$ cat src/rtl/fast_div_pkg.sv
// Shared constants and helpers for the single-cycle array divider.
package fast_div_pkg;

    localparam int unsigned DEFAULT_WIDTH = 4;
    localparam int unsigned MAX_WIDTH     = 64;

    // All-ones quotient reported for a zero divisor, sized by the caller.
    function automatic logic [MAX_WIDTH-1:0] dbz_quotient(input int unsigned width);
        logic [MAX_WIDTH-1:0] q;
        q = '0;
        for (int unsigned i = 0; i < MAX_WIDTH; i++) begin
            if (i < width) begin
                q[i] = 1'b1;
            end
        end
        return q;
    endfunction

endpackage

$ cat src/rtl/fast_div_row.sv
// One non-restoring row: shift in a dividend bit, then add or subtract the divisor.
module fast_div_row #(
    parameter int unsigned WIDTH = 4
) (
    input  logic [WIDTH:0]   prem,
    input  logic             dbit,
    input  logic [WIDTH-1:0] divisor,
    input  logic             sub,
    output logic [WIDTH:0]   prem_next,
    output logic             qbit
);

    logic [WIDTH:0] shifted;

    // Arithmetic wraps at WIDTH+1 bits; the true result always fits, so the wrap is harmless.
    always_comb begin
        shifted = (prem << 1) | (WIDTH+1)'(dbit);
        if (sub) begin
            prem_next = shifted - {1'b0, divisor};
        end else begin
            prem_next = shifted + {1'b0, divisor};
        end
        qbit = ~prem_next[WIDTH];
    end

endmodule

$ cat src/rtl/fast_divider.sv
// Single-cycle unsigned divider: unrolled non-restoring row chain plus one output register.
module fast_divider
    import fast_div_pkg::*;
#(
    parameter int unsigned WIDTH = DEFAULT_WIDTH
) (
    input  logic             clk,
    input  logic             rst,
    input  logic             in_valid,
    input  logic [WIDTH-1:0] dividend,
    input  logic [WIDTH-1:0] divisor,
    output logic             out_valid,
    output logic [WIDTH-1:0] quotient,
    output logic [WIDTH-1:0] remainder,
    output logic             div_by_zero
);

    localparam logic [WIDTH-1:0] DBZ_QUOTIENT = WIDTH'(dbz_quotient(WIDTH));

    logic [WIDTH:0]   prem [WIDTH+1];
    logic [WIDTH-1:0] q_c;
    logic [WIDTH-1:0] rem_c;
    logic             dbz_c;

    assign prem[0] = '0;

    // Row i consumes dividend bit WIDTH-1-i; a non-negative previous remainder selects subtract.
    for (genvar i = 0; i < WIDTH; i++) begin : g_row
        fast_div_row #(
            .WIDTH(WIDTH)
        ) u_row (
            .prem      (prem[i]),
            .dbit      (dividend[WIDTH-1-i]),
            .divisor   (divisor),
            .sub       (~prem[i][WIDTH]),
            .prem_next (prem[i+1]),
            .qbit      (q_c[WIDTH-1-i])
        );
    end

    // A negative final partial remainder is restored by adding the divisor back.
    always_comb begin
        rem_c = prem[WIDTH][WIDTH-1:0];
        if (prem[WIDTH][WIDTH]) begin
            rem_c = prem[WIDTH][WIDTH-1:0] + divisor;
        end
        dbz_c = (divisor == '0);
    end

    always_ff @(posedge clk) begin
        if (rst) begin
            out_valid   <= 1'b0;
            quotient    <= '0;
            remainder   <= '0;
            div_by_zero <= 1'b0;
        end else begin
            out_valid <= in_valid;
            if (in_valid) begin
                div_by_zero <= dbz_c;
                if (dbz_c) begin
                    quotient  <= DBZ_QUOTIENT;
                    remainder <= dividend;
                end else begin
                    quotient  <= q_c;
                    remainder <= rem_c;
                end
            end
        end
    end

endmodule

$ cat config.mk
export PLATFORM = sky130hd
export DESIGN_NAME = fast_divider
export DESIGN_NICKNAME = d
export VERILOG_FILES = /design/src/rtl/fast_div_pkg.sv /design/src/rtl/fast_div_row.sv /design/src/rtl/fast_divider.sv
export SDC_FILE = /design/constraint.sdc
export NUM_CORES = 1
export LEC_CHECK = 0
export ABC_CLOCK_PERIOD_IN_PS = 9800
export CAP_MARGIN = 5
export CORE_UTILIZATION = 43
export DETAILED_ROUTE_END_ITERATION = 8
export DONT_BUFFER_PORTS = 1
export HOLD_SLACK_MARGIN = 0.06
export PLACE_DENSITY = 0.55
export RECOVER_POWER = 50
export SYNTH_ARGS = -nofsm -noshare
export SYNTH_HDL_FRONTEND = slang
export SYNTH_HIERARCHICAL = 1
export SYNTH_SLANG_ARGS = --single-unit
$ cat constraint.sdc
create_clock -name clk -period 9.8 [get_ports clk]
set_clock_uncertainty 0.1 [all_clocks]
set_input_delay 0.98 -clock clk [delete_from_list [all_inputs] [get_ports clk]]
set_output_delay 0.98 -clock clk [all_outputs]
set_load 0.01 [all_outputs]
==> flow_summary.toml <==
[layout]
fin_nets = 232
final_core_util_pct = 48.0
final_cell_mix = "inv_1, nor2_1, ha_1"
drive_above_1_share_pct = 7.81
ff_latch_area_um2 = 200
final_common_cell = "inv_1"
area_growth_pct = 6.87
nFillCells = 369
diodes = 0
multi_input_area_mm2 = 0.00122

[drt]
wl_um = 2880
vias_per_cell = 4.87
routedWlPerCell_um = 12.1
drt_pre_antenna_iters = 4
ant_nets = 0
initialDrtViolationCount = 29
drc = 0
vias = 1160

[global_routing]
track_usage_pct = 16.9
grt_max_degree = 20
antenna_found_initial = 0
overflow = 0
grt_pass1_wl_um = 4770
grt_pass1_vias = 1083

[clocking]
post_cts_buffers = 0
clk_latency_ps = 260
cts_resized = 0
clk_pin_slew_ps = 70
clk_path_buf_depth = 2
root_buffer = "clkbuf_4"
hold_buffers = 0
cts_tree = "done"
cts.sink_count = 10
cts_buffers = 3
cts_htree_levels = 1

[job]
cap_violations = 0

[worst_setup_path]
reg2reg_slack_ps = 8850
crit_fanout = 6
path_class = "input port to register"
cp_slowest_stage_delay_ps = 490
worst-path-buf-inv = 5
worstPathRequired_ps = 9850
startpoint_type = "input port"
path_delay_family = "compound AO/OA/AOI/OAI gates"
cp_common_cell = "inv_1"
cpMaxStageDelayCell = "xor2_1"
critPathCaptureType = "register"
worstPathArrival_ps = 7060

[timing]
min_period_ps = 7010
maxSlewViolCount = 0
hold_viol = 0
fin_ws_ps = 2790
fin_setup_tns_ps = 0
clock.fmax_ghz = 0.143
setup_viol = 0
period_share_pct = 71.5
worst_pin_slew_ps = 623
timing.hold.ws_ps = 413
slew_headroom_pct = 58.1
rsz0062_at_grt = "false"

[place]
gp_congestion = 0.742
io_buffers = 0
pre_cts_slack_ps = 2510
dpl.hpwl_um = 2340

[synthesis]
ys_types = 31
synth_seq_cells = 10
avgSynthCellArea_um2 = 8.17
yosys.area.top_type = "ha_1"
yosys-top-cells-area = "ha_1, dfxtp_1, xnor2_1, fa_1, inv_1"
yosys_warnings = 6
synth_area_mm2 = 0.00151
yosysSeqAreaShare_pct = 13.2
synthDominantCellAreaShare_pct = 19.0
syn_inst = 185

[die]
coreArea_mm2 = 0.00336
rows = 21
die_height_um = 61.3
die_w_um = 61.3
dieArea_mm2 = 0.00376
io-pin-count = 21
initial_core_util_pct = 44.9

[outcome]
outcome = "finished, final reports clean"

[hold_path]
hp-class = "register to register"
Yosys cell counts, drive strengths merged:
cell type,count
a211o,1
a211oi,5
a21o,9
a21oi,16
a311oi,1
and4,1
buf,1
clkbuf,3
conb,2
dfxtp,10
fa,5
ha,23
inv,26
mux2i,7
nand2,5
nand2b,4
nand3,1
nor2,23
nor2b,1
nor3,5
nor4,2
o211ai,2
o21ai,1
or2,1
or4,1
xnor2,17
xor2,12
path summary, 6_finish.rpt:
kind              depth (start not counted)    startpoint           end
hold reg to reg                           2  remainder[0]  remainder[0]
setup reg to reg                          3  remainder[3]  remainder[3]
setup / recovery                         28   dividend[3]  remainder[3]
hold / removal                            2  remainder[0]  remainder[0]
logic make-up after synthesis:
logic type	Yosys count	share of synthesized area, %
AND/OR/NAND/NOR	44	13.9
AO/OA/AOI/OAI	35	15.7
buffers and inverters	30	7.53
XOR/XNOR	29	18.8
adder cells (fa/ha/maj)	28	25.7
flip-flops	10	13.2
multiplexers	7	4.64
other	2	0.497
sequential cells by signal, indices dropped and copies added, names as in the netlist:
| name | flops |
|---|---|
| div_by_zero | 1 |
| quotient | 4 |
| remainder | 4 |
| out_valid | 1 |
layout make-up:
class / instances / area share (%)
multi-input cells: 152 / 75.8
flip-flops and latches: 10 / 12.4
well taps: 46 / 3.56
clock buffers: 4 / 2.25
inverters: 26 / 6.04
worst reg2reg max path: stages (launching register included):
cell	delay, ps
dfxtp_1	400
nor2_1	60
a211oi_1	220
a211o_1	120
per-stage QoR:
stage          instances  area (um2)
3_3_place_gp         234        1580
6_report             238        1620
3_5_place_dp         234        1580
2_1_floorplan        192        1540
5_1_grt              238        1620
4_1_cts              238        1620
metal layers:
| layer | track usage, % | up-vias | part of all wire, % | wire length, um |
|---|---|---|---|---|
| met1 | 23.1 | 528 | 47 | 1340 |
| met5 | 0 | - | 0 | 0 |
| met4 | 2.92 | 0 | 0 | 0 |
| met3 | 1.89 | 0 | 4.3 | 125 |
| met2 | 28.9 | 16 | 49 | 1420 |
| li1 | - | 616 | - | - |
Power is left out: the tool's default activity adds up to more than one toggle a clock period on the data nets, which glitch-free logic cannot reach.
